### src/rtl/debug_pkg.sv
// Shared definitions for the debug command controller: command bytes,
// handshake reply bytes, FSM state encoding and a word-to-byte helper.
// No ports; imported by debug_unit and debug_tx_sender.
package debug_pkg;

  // Single-byte host commands
  localparam logic [7:0] CMD_STEP = 8'h73;  // 's'
  localparam logic [7:0] CMD_CONT = 8'h63;  // 'c'
  localparam logic [7:0] CMD_HALT = 8'h68;  // 'h'
  localparam logic [7:0] CMD_RST  = 8'h72;  // 'r'
  localparam logic [7:0] CMD_DUMP = 8'h64;  // 'd'

  // Reply bytes
  localparam logic [7:0] ACK = 8'h06;
  localparam logic [7:0] NAK = 8'h15;

  typedef enum logic [2:0] {
    ST_IDLE,
    ST_STEP,
    ST_RUN,
    ST_RESET,
    ST_FETCH,
    ST_SEND,
    ST_ACK
  } state_t;

  // Byte idx of a 32-bit word, MSB first (idx 0 -> [31:24]).
  function automatic logic [7:0] word_byte(input logic [31:0] w, input logic [1:0] idx);
    logic [7:0] b;
    b = 8'h00;
    case (idx)
      2'd0: b = w[31:24];
      2'd1: b = w[23:16];
      2'd2: b = w[15:8];
      2'd3: b = w[7:0];
      default: b = 8'h00;
    endcase
    return b;
  endfunction

endpackage

### src/rtl/debug_unit_if.sv
// Bundle of the debug controller's UART-side and core-side signals.
// master: the debug_unit (drives w_data/write_enable/cpu_enable/cpu_reset/dbg_addr).
// slave:  the environment (UART + core) driving rx_data/rx_data_rdy/tx_full/cpu_halted/dbg_data.
interface debug_unit_if #(
  parameter int ADDR_W = 6
);

  // UART receive side
  logic [7:0]        rx_data;
  logic              rx_data_rdy;
  // UART transmit side
  logic              tx_full;
  logic [7:0]        w_data;
  logic              write_enable;
  // Core control and debug read port
  logic              cpu_enable;
  logic              cpu_reset;
  logic              cpu_halted;
  logic [ADDR_W-1:0] dbg_addr;
  logic [31:0]       dbg_data;

  modport master (
    input  rx_data, rx_data_rdy, tx_full, cpu_halted, dbg_data,
    output w_data, write_enable, cpu_enable, cpu_reset, dbg_addr
  );

  modport slave (
    output rx_data, rx_data_rdy, tx_full, cpu_halted, dbg_data,
    input  w_data, write_enable, cpu_enable, cpu_reset, dbg_addr
  );

endinterface

### src/rtl/debug_tx_sender.sv
// Purpose: hands one byte at a time to the UART transmitter on request.
// Latency: request accepted in cycle X -> write_enable/w_data registered in X+1.
// Backpressure: holds off while tx_full=1; the requester keeps send/tx_byte
//   stable until the one-cycle 'sent' pulse, so no byte is lost.
// Ports: clk, rst (async active-high); send/tx_byte request in, sent pulse out;
//   tx_full in from the UART; w_data/write_enable registered out to the UART.
module debug_tx_sender (
  input  logic       clk,
  input  logic       rst,
  input  logic       send,
  input  logic [7:0] tx_byte,
  input  logic       tx_full,
  output logic       sent,
  output logic [7:0] w_data,
  output logic       write_enable
);

  // The write lands in the cycle after acceptance, so tx_full is checked in
  // the cycle preceding the write. Refusing while write_enable is high gives
  // the mandatory idle cycle after every write.
  assign sent = send && !tx_full && !write_enable;

  always_ff @(posedge clk or posedge rst) begin
    if (rst) begin
      w_data       <= 8'h00;
      write_enable <= 1'b0;
    end else begin
      write_enable <= sent;
      if (sent) begin
        w_data <= tx_byte;
      end
    end
  end

endmodule

### src/rtl/debug_unit.sv
// Purpose: decodes host debug command bytes; steps/runs/resets the core and
//   dumps PC + GPRs over the UART.
// Latency: command in cycle N -> cpu_enable/cpu_reset in N+1, ACK write in N+3,
//   dump dbg_addr=0 in N+1 and first byte in N+3.
// Backpressure: tx_full stalls the pending reply/dump byte in place; bytes
//   received outside IDLE are dropped (except 'h' while running).
// Ports: clk, rst (async active-high); bus (debug_unit_if.master) carrying the
//   UART rx/tx signals and the core's enable, reset, halted and debug read port.
module debug_unit
  import debug_pkg::*;
#(
  parameter int DUMP_WORDS = 33,
  parameter int ADDR_W     = 6
) (
  input  logic         clk,
  input  logic         rst,
  debug_unit_if.master bus
);

  localparam logic [ADDR_W-1:0] LAST_WORD = ADDR_W'(DUMP_WORDS - 1);

  state_t            state, state_nxt;
  logic [ADDR_W-1:0] word_cnt, word_cnt_nxt;
  logic [1:0]        byte_cnt, byte_cnt_nxt;
  logic [31:0]       word_reg, word_reg_nxt;
  logic [7:0]        resp, resp_nxt;
  logic              cpu_enable_q, cpu_enable_nxt;
  logic              cpu_reset_q, cpu_reset_nxt;

  logic              send;
  logic [7:0]        tx_byte;
  logic              sent;
  logic [7:0]        tx_w_data;
  logic              tx_write_enable;
  logic              halt_req;

  // Either the core halting on its own or the host asking for it ends a run;
  // both in the same cycle still count as one halt.
  assign halt_req = bus.cpu_halted || (bus.rx_data_rdy && (bus.rx_data == CMD_HALT));

  debug_tx_sender u_tx (
    .clk          (clk),
    .rst          (rst),
    .send         (send),
    .tx_byte      (tx_byte),
    .tx_full      (bus.tx_full),
    .sent         (sent),
    .w_data       (tx_w_data),
    .write_enable (tx_write_enable)
  );

  assign bus.w_data       = tx_w_data;
  assign bus.write_enable = tx_write_enable;
  assign bus.cpu_enable   = cpu_enable_q;
  assign bus.cpu_reset    = cpu_reset_q;
  // The word counter is itself a register, so it doubles as dbg_addr.
  assign bus.dbg_addr     = word_cnt;

  always_ff @(posedge clk or posedge rst) begin
    if (rst) begin
      state        <= ST_IDLE;
      word_cnt     <= '0;
      byte_cnt     <= 2'd0;
      word_reg     <= 32'h0;
      resp         <= ACK;
      cpu_enable_q <= 1'b0;
      cpu_reset_q  <= 1'b0;
    end else begin
      state        <= state_nxt;
      word_cnt     <= word_cnt_nxt;
      byte_cnt     <= byte_cnt_nxt;
      word_reg     <= word_reg_nxt;
      resp         <= resp_nxt;
      cpu_enable_q <= cpu_enable_nxt;
      cpu_reset_q  <= cpu_reset_nxt;
    end
  end

  always_comb begin
    state_nxt      = state;
    word_cnt_nxt   = word_cnt;
    byte_cnt_nxt   = byte_cnt;
    word_reg_nxt   = word_reg;
    resp_nxt       = resp;
    cpu_enable_nxt = 1'b0;
    cpu_reset_nxt  = 1'b0;
    send           = 1'b0;
    tx_byte        = resp;

    case (state)
      ST_IDLE: begin
        if (bus.rx_data_rdy) begin
          case (bus.rx_data)
            CMD_STEP: begin
              if (bus.cpu_halted) begin
                // A halted core cannot step: refuse without pulsing enable.
                resp_nxt  = NAK;
                state_nxt = ST_ACK;
              end else begin
                cpu_enable_nxt = 1'b1;
                state_nxt      = ST_STEP;
              end
            end
            CMD_CONT: begin
              if (bus.cpu_halted) begin
                resp_nxt  = ACK;
                state_nxt = ST_ACK;
              end else begin
                cpu_enable_nxt = 1'b1;
                state_nxt      = ST_RUN;
              end
            end
            CMD_RST: begin
              cpu_reset_nxt = 1'b1;
              state_nxt     = ST_RESET;
            end
            CMD_DUMP: begin
              word_cnt_nxt = '0;
              byte_cnt_nxt = 2'd0;
              state_nxt    = ST_FETCH;
            end
            default: begin
              resp_nxt  = NAK;
              state_nxt = ST_ACK;
            end
          endcase
        end
      end

      ST_STEP: begin
        // The one-cycle enable is already on the pins; default drops it.
        resp_nxt  = ACK;
        state_nxt = ST_ACK;
      end

      ST_RESET: begin
        resp_nxt  = ACK;
        state_nxt = ST_ACK;
      end

      ST_RUN: begin
        if (halt_req) begin
          resp_nxt  = ACK;
          state_nxt = ST_ACK;
        end else begin
          cpu_enable_nxt = 1'b1;
        end
      end

      ST_FETCH: begin
        // dbg_data is a combinational read of the word at dbg_addr.
        word_reg_nxt = bus.dbg_data;
        byte_cnt_nxt = 2'd0;
        state_nxt    = ST_SEND;
      end

      ST_SEND: begin
        send    = 1'b1;
        tx_byte = word_byte(word_reg, byte_cnt);
        if (sent) begin
          byte_cnt_nxt = byte_cnt + 2'd1;
          if (byte_cnt == 2'd3) begin
            if (word_cnt == LAST_WORD) begin
              // A dump ends silently: the data itself is the reply.
              state_nxt = ST_IDLE;
            end else begin
              word_cnt_nxt = word_cnt + ADDR_W'(1);
              state_nxt    = ST_FETCH;
            end
          end
        end
      end

      // Sends whichever reply byte was chosen on entry (ACK or NAK).
      ST_ACK: begin
        send    = 1'b1;
        tx_byte = resp;
        if (sent) begin
          state_nxt = ST_IDLE;
        end
      end

      default: begin
        state_nxt = ST_IDLE;
      end
    endcase
  end

endmodule
### src/flat_wrapper.sv
// flat-port wrapper written by rule: the top's interface ports become plain ports
module debug_unit_flat import debug_pkg::*;
#(
  parameter int DUMP_WORDS = 33,
  parameter int ADDR_W     = 6
)
  (clk, rst, bus_rx_data, bus_rx_data_rdy, bus_tx_full, bus_cpu_halted, bus_dbg_data, bus_w_data, bus_write_enable, bus_cpu_enable, bus_cpu_reset, bus_dbg_addr);
  debug_unit_if #(.ADDR_W(ADDR_W)) bus_i ();
  input  logic clk;
  input  logic rst;
  input wire logic [$bits(bus_i.rx_data)-1:0] bus_rx_data;
  input wire logic [$bits(bus_i.rx_data_rdy)-1:0] bus_rx_data_rdy;
  input wire logic [$bits(bus_i.tx_full)-1:0] bus_tx_full;
  input wire logic [$bits(bus_i.cpu_halted)-1:0] bus_cpu_halted;
  input wire logic [$bits(bus_i.dbg_data)-1:0] bus_dbg_data;
  output wire logic [$bits(bus_i.w_data)-1:0] bus_w_data;
  output wire logic [$bits(bus_i.write_enable)-1:0] bus_write_enable;
  output wire logic [$bits(bus_i.cpu_enable)-1:0] bus_cpu_enable;
  output wire logic [$bits(bus_i.cpu_reset)-1:0] bus_cpu_reset;
  output wire logic [$bits(bus_i.dbg_addr)-1:0] bus_dbg_addr;
  assign bus_i.rx_data = bus_rx_data;
  assign bus_i.rx_data_rdy = bus_rx_data_rdy;
  assign bus_i.tx_full = bus_tx_full;
  assign bus_i.cpu_halted = bus_cpu_halted;
  assign bus_i.dbg_data = bus_dbg_data;
  assign bus_w_data = bus_i.w_data;
  assign bus_write_enable = bus_i.write_enable;
  assign bus_cpu_enable = bus_i.cpu_enable;
  assign bus_cpu_reset = bus_i.cpu_reset;
  assign bus_dbg_addr = bus_i.dbg_addr;
  debug_unit #(.DUMP_WORDS(DUMP_WORDS), .ADDR_W(ADDR_W)) u_core (.clk(clk), .rst(rst), .bus(bus_i));
endmodule
### config.mk
export PLATFORM = sky130hd
export DESIGN_NAME = debug_unit_flat
export DESIGN_NICKNAME = d
export VERILOG_FILES = /design/src/rtl/debug_pkg.sv /design/src/rtl/debug_unit_if.sv /design/src/rtl/debug_tx_sender.sv /design/src/rtl/debug_unit.sv /design/src/flat_wrapper.sv
export SDC_FILE = /design/constraint.sdc
export NUM_CORES = 1
export LEC_CHECK = 0
export CAP_MARGIN = 40
export CORE_MARGIN = 5
export CORE_UTILIZATION = 35
export DETAILED_ROUTE_END_ITERATION = 16
export HOLD_SLACK_MARGIN = 0.15
export MAX_ROUTING_LAYER = met4
export SYNTH_ARGS = -nofsm -noshare
export SYNTH_HDL_FRONTEND = slang
export SYNTH_SLANG_ARGS = --single-unit
export TNS_END_PERCENT = 30
### constraint.sdc
create_clock -name clk -period 2.8 [get_ports clk]
set_input_delay 0.56 -clock clk [delete_from_list [all_inputs] [get_ports clk]]
set_output_delay 0.56 -clock clk [all_outputs]
set_load 0.01 [all_outputs]
; Word-level counts from Yosys, hierarchy flattened
; Cells that the tools add are included.
; W data, S select, Z words.
[totals]
regBits = 62
output_inout_bits = 17
word_cells = 92
[op_classes]
add_sub_neg = 2
n_eq_ne = 25
mux = 37
reduce_logical = 19
[op_table]
columns = cell, count
row1 = $pmux W8 S3, 2
row2 = $eq A8 B7 Y1 const B, 5
row3 = $mux W8, 5
row4 = $pmux W8 S4, 1
row5 = $mux W6, 5
row6 = $mux W3, 8
row7 = $pmux W3 S6, 1
row8 = $ne A2 B2 Y1 const B, 6
row9 = $pmux W3 S4, 1
row10 = $pmux W6 S2, 1
row11 = $reduce_and A6 Y1, 2
row12 = $eq A3 B3 Y1 const B, 3
row13 = $mux W1, 8
row14 = $reduce_or A2 Y1, 4
row15 = $add A6 B1 Y6 const B, 1
row16 = $eq A3 B2 Y1 const B, 2
row17 = $eq A6 B6 Y1 const B, 1
row18 = $mux W2, 3
row19 = $ne A3 B3 Y1 const B, 2
row20 = $pmux W2 S3, 1
row21 = $reduce_bool A3 Y1, 2
row22 = $reduce_and A5 Y1, 1
row23 = $eq A2 B2 Y1 const B, 2
row24 = $ne A2 B1 Y1 const B, 2
row25 = other kinds (11), 14

; Logic depth before layout (Yosys ltp)
; Gate-level depths: netlist of the first run.
[logic_depth]
word_depth = 7
ltp_mapped = 7
mapped_depth_nobuf = 6

; By module
; Synthesis of the first run repeated with hierarchy kept, for this count alone.
[unflattened]
hier_cells = 254
hier_area_um2 = 2944.1
[by_module_without_submodules]
columns = module, instances, cells_per_inst, area_per_inst_um2
row1 = debug_unit, 1, 234, 2571.2
row2 = debug_tx_sender, 1, 20, 372.9

; Least setup slack after synthesis of the first run
; OpenSTA, ideal clock, no wires.
[synth_timing]
kind = input to register
start = input port bus_rx_data[4]
end = register u_core.state[1]
setup_time_ns = 0.126
arrival_ns = 1.685
required_ns = 2.674
path_slack_ns = 0.988
path_stages = 6
path_buffers = 1
cell_sequence = buf_2 nor3b_1 and3_1 or3_1 a32oi_1 o2bb2a_1
[synth_via]
elab_chain_cells = 5
word_cells_on_any_way = 12
classes_between = eq/ne (6) / mux (3) / reduce/logical (3)
[synth_rtl]
columns = item, line
row1 = from (decl), flat_wrapper.sv:11  ; input wire logic [$bits(bus_i.rx_data)-1:0] bus_rx_data;
row2 = branches (longest 5 deep; another with $eq A8 B7 Y1), n/a
row3 = to (signal assigned), debug_unit.sv:69  ; state <= state_nxt;
row4 = to (decl), debug_unit.sv:22  ; state_t state, state_nxt;
; Parallel ways; which one is timed is not known. The select of a mux whose other input is x is not followed.
; A chain may end at the register's enable or synchronous reset.

; Final worst setup path of the first run
[layout_timing]
start = input port bus_rx_data_rdy
end = register u_core.state[1]
[layout_via]
elab_chain_cells = 4
word_cells_on_any_way = 5
classes_between = eq/ne (2) / reduce/logical (3)
[layout_rtl]
columns = item, line
row1 = from (decl), flat_wrapper.sv:12  ; input wire logic [$bits(bus_i.rx_data_rdy)-1:0] bus_rx_data_rdy;
row2 = $logic_and A1 B1 Y1, debug_unit.sv:39  ; assign halt_req = bus.cpu_halted || (bus.rx_data_rdy && (bus.rx_data == CMD_HALT));
row3 = $logic_or A1 B1 Y1, debug_unit.sv:39
row4 = $ne A2 B1 Y1 (no source line), n/a
row5 = $reduce_and A5 Y1 (no source line) (*), n/a
; Every way passes the cells marked *; elsewhere a longest branch is shown, timed or not.

==> results of run 1 <==
==> worst min-delay path: cells and delay by family, from the launching register on <==
family / cells / cell delay, ps
buffers and inverters: 1 / 40
flip-flops: 1 / 390
AO/OA/AOI/OAI: 1 / 60
==> layout by cell type, fill, tap and decap left out, types with 3 or more instances in the layout <==
cell and instances:
and3b_1 3, a222oi_1 8, nor2_1 9, nand3_1 4, ha_1 6, and3_1 3, a21oi_1 8, clkbuf_8 5
dfrtp_1 55, o21ai_0 21, mux2_2 33, nand2_1 23, buf_4 5, or3_1 4, a22o_1 6, mux2i_1 3
clkdlybuf4s50_1 61, nor3b_1 3, inv_1 9
==> cell families after synthesis <==
group	Yosys count
adder cells (fa/ha/maj)	6
buffers and inverters	22
flip-flops	56
multiplexers	37
AO/OA/AOI/OAI	61
AND/OR/NAND/NOR	65
==> worst min path at each step <==
stage                                           from                    endpoint  slack (ps)  cells after the start
final                     u_core.resp[1]$_DFFE_PP1P_  u_core.resp[1]$_DFFE_PP1P_         480                      2
after global routing      u_core.resp[1]$_DFFE_PP1P_  u_core.resp[1]$_DFFE_PP1P_         500                      2
after CTS                 u_core.resp[1]$_DFFE_PP1P_  u_core.resp[1]$_DFFE_PP1P_         480                      2
after detailed placement  u_core.resp[1]$_DFFE_PP1P_  u_core.resp[1]$_DFFE_PP1P_         470                      2
after global placement    u_core.resp[1]$_DFFE_PP1P_  u_core.resp[1]$_DFFE_PP1P_         470                      2
after floorplan           u_core.resp[1]$_DFFE_PP1P_  u_core.resp[1]$_DFFE_PP1P_         440                      2
==> synthesized netlist by cell type, drive strengths merged (2+ instances only) <==
master	n	area (sq um)
mux2	34	387
nand2	23	86.3
and3b	3	26.3
nand3	4	20.0
a22o	6	52.6
inv	10	37.5
nand4	2	12.5
o22a	2	17.5
nor2b	2	12.5
a2bb2oi	2	17.5
ha	6	75.1
dfrtp	55	1380
nand2b	2	12.5
or3	4	25.0
and3	3	18.8
a222oi	8	80.1
mux2i	3	30.0
a31oi	2	12.5
buf	7	48.8
nor2	10	37.5
o21ai	21	105
clkbuf	5	18.8
a21oi	8	40.0
and2	2	12.5
nor3b	3	22.5
==> metal layers <==
metal  vias to the layer above  GRT usage (%)  share of wire (%)
met5                         -              -                  0
met1                      1051           18.2                 45
met4                         0           2.52                  0
met2                        65           22.8                 50
met3                         0           2.66                5.0
li1                       1032              -                  -
==> power by group through the flow <==
stage          combinational, mW  clock (mW)  sequential, mW
2_1_floorplan              0.787           0            1.31
3_3_place_gp                1.06           0            1.38
3_5_place_dp                1.07           0            1.39
4_1_cts                     1.08       0.464            1.37
5_1_grt                     1.18       0.495            1.41
6_report                    1.06       0.450            1.37
==> final cells by class <==
class | count | area, sq um
Tap cell | 102 | 128
Timing Repair Buffer | 66 | 648
Fill cell | 717 | 4140
Sequential cell | 56 | 1400
Inverter | 10 | 37.5
Clock buffer | 6 | 72.6
Clock inverter | 2 | 16.3
Multi-Input combinational cell | 169 | 1280
==> impl.org, run 1 <==
** Synth
- Post-synth design cell area :: 0.00279 sq mm
- Share of synthesized cell area in and, or, nand and nor gates :: 12.8%
- Combinational family with the most area after synthesis :: compound AO/OA/AOI/OAI gates
- Number of storage elements in the synthesis netlist :: 56
- Predominant post-synthesis flop cell :: dfrtp_1
- Synthesis instantiated 48 different standard cells from the library.
- In this run, synthesis inferred 0 flip-flops with an integrated enable.
- Net count after synthesis :: 298
- The Yosys step of the flow raised 0 warnings.
- After Yosys synthesis, full adders, half adders and majority gates account for 2.69% of the synthesized area.
- Compound-Gate Fraction of Synth Area :: 15.5%
- Synthesis produced 247 cells.
- Mean post-synth cell area :: 11.3 sq um
- Sequential-to-total area share from yosys stat :: 50.3%
- Counting flops with an async set or reset pin after synthesis yields a share of 100%.
- Multiplexer share of the synthesized area :: 14.9%
- The synthesized netlist devotes 0% of its cell area to XOR and XNOR gates.

** Worst setup path
- Endpoint type of the worst setup path :: register
- For this run, the slowest stage of the critical path takes 520 ps.
- In this run the critical register-to-register path is launched from u_core.byte_cnt[0]$_DFFE_PP0P_.
- Launch point of the worst path :: bus_rx_data_rdy
- The largest individual stage delay along the critical path comes from the cell clkdlybuf4s50_1.
- Highest fanout seen on the critical path :: 4
- The critical path crosses 6 cells after its start point.
- Cell Chain, Critical Path :: clkdlybuf4s50_1 -> nor3b_1 -> and3_1 -> or3_1 -> a32oi_1 -> o2bb2a_1
- Worst setup path class :: in -> reg
- The setup check on the worst reg-to-reg path leaves a slack of 760 ps.
- Capturing element of the worst setup path :: u_core.state[1]$_DFFE_PP0P_
- The kind of cell with the highest combined delay along the critical path is simple AND/OR/NAND/NOR gates.
- STA classifies the critical path startpoint as a primary input.
- At the worst endpoint, the required time is 2990 ps.
- Arrival time at the worst endpoint :: 2260 ps
- Reg2Reg Capture Point :: u_core.resp[0]$_DFFE_PP0P_
- The number of cells on the worst reg-to-reg path is 6.
- Sum of buffers and inverters on the critical path :: 1

** Cells and area
- Utilization of the core after routing :: 46.4%
- Relative to the synthesized area, the layout overhead comes to 28.7%.
- Post-route insts no fill :: 411
- Cells with a size suffix above 1 make up 17.5% of the layout.
- At the end of the flow, the number of nets in the layout was 359.
- Antenna diode count :: 0
- The register with the most flip-flops in the layout has 32 of them.
- With fillers left out, the area of the finished cells amounts to 0.00359 sq mm.

** STA
- Tightest Pin Transition :: 546 ps
- Final worst-path setup slack :: 731 ps
- The tightest hold path in the finished design has a slack of 478 ps.
- The count of endpoints failing hold in the final timing report is 0.
- Final setup violation count :: 0
- Maximum achievable frequency :: 483 MHz
- After layout, the worst path uses 73.9% of the clock period.
- Summed negative setup slack over all endpoints :: 0 ps
- The count of pins over their slew limit came to 0.
- Measured against its own limit, the worst slew margin works out to 63.6%.
- The worst path in the final design needs a cycle of 2070 ps, including I/O delays and setup.
- Across the routed clock network, the largest skew measured is 10.6 ps.
- Setup repair after global routing missed its margin :: no

** Clocking
- Clock-pin slew was measured on the worst setup and hold paths at 100 ps.
- Count of hold-fix buffers inserted at cts :: 0
- No sink is reached through more buffers than the 2 on the longest clock path.
- In this run the post-CTS setup repair buffer count came out at 0.
- # resized after CTS :: 0
- CTS Buf Count :: 5
- Number of clock sinks :: 56
- The later pin in the worst-skew pair is clocked with a latency of 310 ps.
- In this run the clock root is driven by a clkbuf_8.
- CTS tree :: done
- The H-tree was split into 2 levels.

** Route
- The routed design has 6480 um of wire.
- After detailed routing, the average wire length per cell comes to 15.8 um.
- Number of nets with antenna violations after routing :: 0
- Initial detailed-routing violation count :: 88
- Before antenna repair, the detailed router went through 5 iterations.
- Via count :: 2148
- Post-route DRC :: 0
- In the routed layout, each cell is associated on average with a via count of 5.23.

** Pwr
- Registers are responsible for 47.5% of the overall power.
- Combinational cells account for 36.8% of the total power.
- VDD sags by at most 0.000403 V.
- Dividing total power by cell area gives a power density of 802 mW/mm^2.
- Net switching is 32.9% of the power.
- Internal power comes to 1.93 mW.
- Sw Pwr :: 0.948 mW
- Relative contribution of the clock network to total power :: 15.7%
- Pleak :: 1.53 nW
- Summing internal, switching and leakage power gives 2.88 mW.

** Placement
- At the placement stage, the worst setup path has a slack of 429 ps.
- Post-DP HPWL :: 4950 um
- The placed instances occupy a cell area of 0.00350 sq mm.
- Counting tap cells, the placed design contains a total of 403 instances.
- At the end of routability-driven placement, the weighted congestion stood at 0.838.
- The count of buffers added on input and output ports is 61.

** GRT
- Number of antenna violations at the first check in global routing :: 0
- Vias in the first global route :: 2253
- Wire length of the first global-routing pass :: 10900 um
- Global routing consumed, over all layers together, 13.9% of the routing resources.
- Total congestion overflow after global routing :: 0
- Pin count of the biggest net entering global routing :: 33

** Die
- Placement row count :: 32
- The floorplan step set the die height to 99.2 um.
- Total Die Area :: 0.00985 sq mm
- Width of the die :: 99.2 um
- Top-Level Pins :: 62
- After floorplanning, the core was sized to cover 0.00773 sq mm.
- Initial core utilization :: 36.1%

** Run
- Max-cap violations in this run came to 0.

** Status
- Status :: finished, final reports clean

** Min path
- In this run the worst hold path is classified as reg -> reg.
Note: power is estimated with default switching activity, not from simulation.
==> run 2, diff against run 1 <==
==> constraint.sdc (replaced) <==
create_clock -name clk -period 2 [get_ports clk]
set_input_delay 0.4 -clock clk [delete_from_list [all_inputs] [get_ports clk]]
set_output_delay 0.4 -clock clk [all_outputs]
set_load 0.01 [all_outputs]
==> run 2 against run 1 <==
Effect of this change: worst setup slack lost 570 ps; register-to-register slack lost 600 ps; wire length grew 1.3%; clock skew shrank 2.0 ps; clock power grew 70%; first-iteration DRC count shrank 17%; highest routed layer is now met4; critical path depth is the same; critical endpoint is now u_core.resp[0]$_DFFE_PP0P_; global-route usage is essentially flat; critical path type unchanged; total power grew 48%.
==> impl.org, run 2 (synthesis gave the netlist of run 1 again) <==
** STA
- Hold Slack :: 373 ps
- Setup repair after global routing left no endpoint under its margin.
- The worst pin sits at a relative slew slack of 68.6%.
- The count of pins over their slew limit came to 0.
- For the final routed database, the setup TNS stands at 0 ps.
- After layout, the worst setup slack is 161 ps.
- Setup violations remaining at the end of the flow were counted as 0.
- After layout, the worst path uses 92.0% of the clock period.
- Maximum achievable frequency :: 544 MHz
- Final-report hold violation count :: 0
- The clock arrives with 8.50 ps of skew.
- For the pin with the worst max-slew slack, the measured transition is 465 ps.
- Counting I/O delays and the setup requirement, the final critical path takes 1840 ps.

** Clocking
- Number of buffers added for setup after CTS :: 0
- Number of clock sinks :: 56
- For this design, the CTS-stage hold fixing added 0 buffers.
- CTS Root Buffer Type :: clkbuf_8
- The longest clock path from root to sink contains 2 buffers.
- CTS Buf Count :: 5
- After clock tree synthesis, the clock-pin slew on the worst setup and hold paths is 100 ps.
- The clock reaches the later pin of the worst-skew pair after 310 ps.
- # resized after CTS :: 0
- The H-tree generated during clock tree synthesis spans 2 levels.
- TritonCTS built the clock tree.

** Pwr
- Pleak :: 1.64 nW
- Sequential cells account for 45.0% of the total power.
- P_int :: 2.90 mW
- Net switching is 31.8% of the power.
- Worst ir drop on vdd :: 0.000419 V
- Sw Pwr :: 1.35 mW
- Power spread over the standard cell area amounts to 1130 mW/mm^2.
- Relative contribution of the clock network to total power :: 18.0%
- Combinational logic is responsible for 37.0% of the overall power.

** Die
- Die boundary height :: 99.2 um
- In this run the core area contains 32 standard-cell rows.
- For this configuration, the core starts out at a cell density of 36.1%.
- The die is 99.2 um wide.
- After floorplanning, the core was sized to cover 0.00773 sq mm.
- 62 I/O pins were placed.
- Total Die Area :: 0.00985 sq mm

** GRT
- Vias in the first global route :: 2273
- Total congestion overflow after global routing :: 0
- Number of antenna violations at the first check in global routing :: 0
- Global routing usage summed across all routing layers :: 13.9%
- Pin count of the biggest net entering global routing :: 33
- Wire length of the first global-routing pass :: 10900 um

** Worst setup path
- Highest fanout seen on the critical path :: 3
- At the worst endpoint, the arrival time is 2040 ps.
- The worst setup path is launched from a primary input.
- Worst setup path class :: in -> reg
- FF-to-FF setup slack :: 160 ps
- The worst setup path is captured at a register.
- The worst register-to-register path has a depth of 5.
- In this run the critical register-to-register path is captured at u_core.resp[0]$_DFFE_PP0P_.
- The startpoint identified for the worst register-to-register timing path is u_core.state[1]$_DFFE_PP0P_.
- Data on the critical path is required at its endpoint by 2200 ps.

** Cells and area
- Proportion of layout cells with a drive suffix above 1 :: 21.5%
- Fillers :: 717
- For this run, the number of standard cells in the final layout without fillers is 427.
- Utilization of the core after routing :: 48.8%
- Most frequent cells in the layout :: clkdlybuf4s50_1, dfrtp_1, mux2_2
- Across the whole layout, storage elements account for 0.00140 sq mm.
- Leaving out fill and tap cells, the most frequent cell in the layout is clkdlybuf4s50_1.
- The number of antenna diodes in the final layout is 0.
- In the final layout, the multi-input gates occupy 0.00128 sq mm.
- Final net count :: 375
- Compared with the post-synthesis result, the final layout area differs by 35.1%.
- Largest register FFs :: 32

** Run
- Max cap viols :: 0

** Placement
- Post-DP HPWL :: 5060 um
- Number of port buffers :: 61
- Global placement routability congestion :: 0.823
- Prior to clock tree synthesis, the placed netlist has a worst setup slack of -150 ps.
- Number of cells in the design after placement :: 419

** Route
- Mean number of vias per cell :: 5.20
- After detailed routing, the average wire length per cell comes to 15.4 um.
- Metal1 wirelength :: 3100 um
- Wire length on met3 :: 303 um
- The count of nets left with antenna violations once routing finished came out at 0.
- Total routed wirelength :: 6570 um
- In the routed design, unresolved DRC markers number 0.
- After detailed routing, no signal wire sits above met4.
- Met2 routed wirelength :: 3070 um
- Via count :: 2220
- Length of the first detailed-routing pass in iterations :: 4
- The detailed router finished its first iteration with 73 violations.

** Status
- Status :: finished, final reports clean

** Min path
- The min-delay analysis places its worst path in the category in -> async.
-- run 2: metal layers --
layer  up-vias  track usage (%)
met5         -                -
met4         0             4.20
met3        10             2.52
met2        66             22.5
met1      1081             17.9
li1       1063                -
-- run 2: worst max-delay path, cell delays in order --
cell and delay, ps:
clkdlybuf4s50_1 450, mux2_4 290, or3_1 320, o22ai_2 190, and3b_1 210, o22a_1 180
-- run 2: power by group through the flow --
| stage | combinational, mW | clock (mW) | sequential (mW) |
|---|---|---|---|
| 3_3_place_gp | 1.57 | 0 | 1.93 |
| 4_1_cts | 1.60 | 0.790 | 1.92 |
| 6_report | 1.57 | 0.764 | 1.91 |
| 3_5_place_dp | 1.59 | 0 | 1.94 |
| 2_1_floorplan | 1.10 | 0 | 1.84 |
| 5_1_grt | 1.74 | 0.826 | 1.98 |
-- run 2: final cells by class --
cell class | count | share of cell area (%)
Timing Repair Buffer | 82 | 21.4
Tap cell | 102 | 3.39
Inverter | 10 | 0.996
Sequential cell | 56 | 37.2
Clock buffer | 6 | 1.93
Multi-Input combinational cell | 169 | 34.0
Clock inverter | 2 | 1.03
-- run 2: per-stage QoR --
step           power [mW]  cell area (sq um)
3_3_place_gp         3.50               3660
6_report             4.25               3770
4_1_cts              4.30               3770
3_5_place_dp         3.53               3660
5_1_grt              4.55               3770
2_1_floorplan        2.94               2790
-- run 2: worst max path at each step --
stage | start | endpoint | cells past startpoint
global placement | bus_rx_data_rdy | u_core.resp[0]$_DFFE_PP0P_ | 6
finish | bus_rx_data_rdy | u_core.resp[0]$_DFFE_PP0P_ | 6
detailed placement | bus_rx_data_rdy | u_core.resp[0]$_DFFE_PP0P_ | 6
global route | u_core.state[1]$_DFFE_PP0P_ | u_core.bus.dbg_addr[3]$_DFFE_PP0P_ | 5
CTS | u_core.state[1]$_DFFE_PP0P_ | u_core.resp[0]$_DFFE_PP0P_ | 5
floorplan | rst | u_core.bus.cpu_enable$_DFF_PP0_ | 1
==> run 3, diff against run 2 <==
==> constraint.sdc (replaced) <==
create_clock -name clk -period 1.9 [get_ports clk]
set_input_delay 0.38 -clock clk [delete_from_list [all_inputs] [get_ports clk]]
set_output_delay 0.38 -clock clk [all_outputs]
set_load 0.01 [all_outputs]
==> run 3 against run 2 <==
Effect of this change: clock skew shrank 4.2 ps; register-to-register slack lost 70 ps; via count shrank 1.1%; sequential share of layout area shrank 0.18 points; critical path type is now reg -> reg; sequential power grew 5%; first-iteration DRC count grew 44%; worst setup slack lost 67 ps; flip-flop and latch count is the same; core utilization grew 0.28 points; global-route usage grew 0.44 points; total power grew 2.9%; die area is the same.
==> impl.org, run 3 (synthesis gave the netlist of run 1 again) <==
** STA
- Minimum clock period after layout :: 1810 ps
- In this run the tightest slew margin relative to its limit is 69.7%.
- Setup repair after global routing could not meet its margin everywhere.
- Dividing the final minimum period by the clock period gives 95.1%.
- The count of endpoints failing hold in the final timing report was 0.
- For the final routed database, the setup TNS stands at 0 ps.
- At the pin with the least slew margin, the transition time is 449 ps.
- Final Max Slew Viols :: 0
- Clock Skew :: 4.33 ps
- Maximum achievable frequency :: 554 MHz
- Final setup violation count :: 0

** Route
- Total routed wirelength :: 6580 um
- The count of nets left with antenna violations once routing finished came out at 0.
- The first detailed-routing pass ran for 4 iterations.
- Initial detailed-routing violation count :: 105
- In the final routed layout, each cell accounts on average for 15.3 um.
- Mean number of vias per cell :: 5.09
- Post-route DRC :: 0
- The detailed router placed 2195 vias in this run.

** Run
- The tool flagged a number of max-cap violations equal to 0.

** Clocking
- Number of buffers added for setup after CTS :: 0
- Maximum level of the CTS H-tree :: 2
- Number of clock sinks :: 56
- Maximum count of clock buffers along a single path :: 2
- The tree is rooted in a clkbuf_8.
- Clock transition at path regs :: 100 ps
- CTS Buf Count :: 5
- Worst-Skew Late Latency :: 310 ps
- TritonCTS built the clock tree.
- Hold repair after CTS inserted 0 buffers.

** Worst setup path
- The worst register-to-register path has a setup slack of 90 ps.
- WP data required :: 2110 ps
- The critical path is of the reg -> reg type.
- Measured in cells, the most critical reg-to-reg path has a length of 6.
- Worst flop-to-flop path startpoint :: u_core.byte_cnt[0]$_DFFE_PP0P_
- The endpoint identified for the worst register-to-register timing path is u_core.resp[0]$_DFFE_PP0P_.
- Crit start category :: register
- The worst setup path is captured at a register.
- In this run the worst path has a maximum fanout of 6.
- Arrival time at the worst endpoint :: 2020 ps

** Status
- Status :: finished, final reports clean

** GRT
- Entering global routing, the biggest net connects 33 pins.
- The number of global-route vias before repair was 2290.
- The initial antenna violation count is 0.
- Global routing used 14.4% of the available tracks across all layers.
- Wire length of the first global-routing pass :: 11200 um
- Total congestion overflow after global routing :: 0

** Cells and area
- The number of antenna diodes in the final layout is 0.
- After the last flow step, the layout net total stands at 379.
- Multi-input gate area in the final layout :: 0.00129 sq mm
- In the layout the commonest cells are clkdlybuf4s50_1, dfrtp_1, mux2_2.
- Registers take 0.00140 sq mm.
- Of the cells placed in the final design, the portion with a size suffix greater than 1 is 23.7%.
- The area growth from synthesis to layout is 35.9%.
- Fillers :: 727
- Largest register FFs :: 32
- The library cell used most frequently in the layout, excluding fill and tap cells, is clkdlybuf4s50_1.
- Once layout is complete, the cells apart from fillers number 431.

** Pwr
- Worst ir drop on vdd :: 0.000444 V
- For this design the ratio of total power to cell area is 1150 mW/mm^2.
- Pleak :: 1.65 nW

** Die
- For this design the top-level I/O count stands at 62.
- Initial core utilization :: 36.1%
- The core region is 0.00773 sq mm.
- Total Die Area :: 0.00985 sq mm
- The floorplan has 32 rows.
- The floorplan step set the die width to 99.2 um.
- From bottom edge to top edge, the die measures 99.2 um.

** Min path
- Type of the most critical hold path :: in -> async

** Placement
- Post-DP HPWL :: 5120 um
- Number of cells in the design after placement :: 423
- Input and output buffers added on the ports amount to 61.
- Global placement routability congestion :: 0.832
[run 3: worst max-delay path by stage]
stage / slack [ps] / from / endpoint / cells past startpoint
after CTS: 60 / u_core.state[1]$_DFFE_PP0P_ / u_core.resp[0]$_DFFE_PP0P_ / 5
after global routing: -1 / u_core.state[1]$_DFFE_PP0P_ / u_core.bus.dbg_addr[2]$_DFFE_PP0P_ / 5
after floorplan: 150 / rst / u_core.bus.cpu_enable$_DFF_PP0_ / 1
after detailed placement: -210 / bus_rx_data_rdy / u_core.resp[0]$_DFFE_PP0P_ / 6
final: 90 / u_core.byte_cnt[0]$_DFFE_PP0P_ / u_core.resp[0]$_DFFE_PP0P_ / 6
after global placement: -220 / bus_rx_data_rdy / u_core.resp[0]$_DFFE_PP0P_ / 6
[run 3: routing by layer]
metal	track usage, %	part of all wire [%]
met1	19.0	48
met2	22.5	48
met3	2.73	3.9
met4	4.41	1.0
met5	-	0
[run 3: what timing repair did]
action | CTS | global route
resized for setup | 0 | 3
hold endpoints to repair | 0 | 0
setup endpoints to repair | 0 | 7
[run 3: power breakdown]
| part | switching (mW) | leakage (nW) | internal [mW] | total [mW] |
|---|---|---|---|---|
| Sequential | 0.326 | 0.690 | 1.68 | 2.01 |
| Clock | 0.420 | 0.0485 | 0.266 | 0.686 |
| Combinational | 0.694 | 0.914 | 0.982 | 1.68 |
[run 3: through the flow]
stage          hold WS, ps  total power [mW]  util, %  setup WS [ps]  cell area (sq um)
2_1_floorplan          439              3.09        -            150               2790
3_3_place_gp           462              3.70     47.7           -220               3690
3_5_place_dp           466              3.75     47.7           -215               3690
4_1_cts                346              4.44     48.9           60.2               3780
5_1_grt                374              4.71     49.0          -1.46               3790
6_report               347              4.37     49.0           93.9               3790
[run 3: critical path, cell delays in order (launching register included)]
cell     delay, ps
dfrtp_1        440
ha_1           300
nor3b_2        190
o22a_1         220
o22ai_2        160
and3b_1        210
o22a_1         170
[run 3: layout make-up]
cell class,count,area share [%]
multi-input cells,169,34.1
clock buffers,5,1.82
well taps,102,3.37
flip-flops and latches,56,37.1
clock inverters,3,0.594
repair buffers,86,22.1
inverters,10,0.991
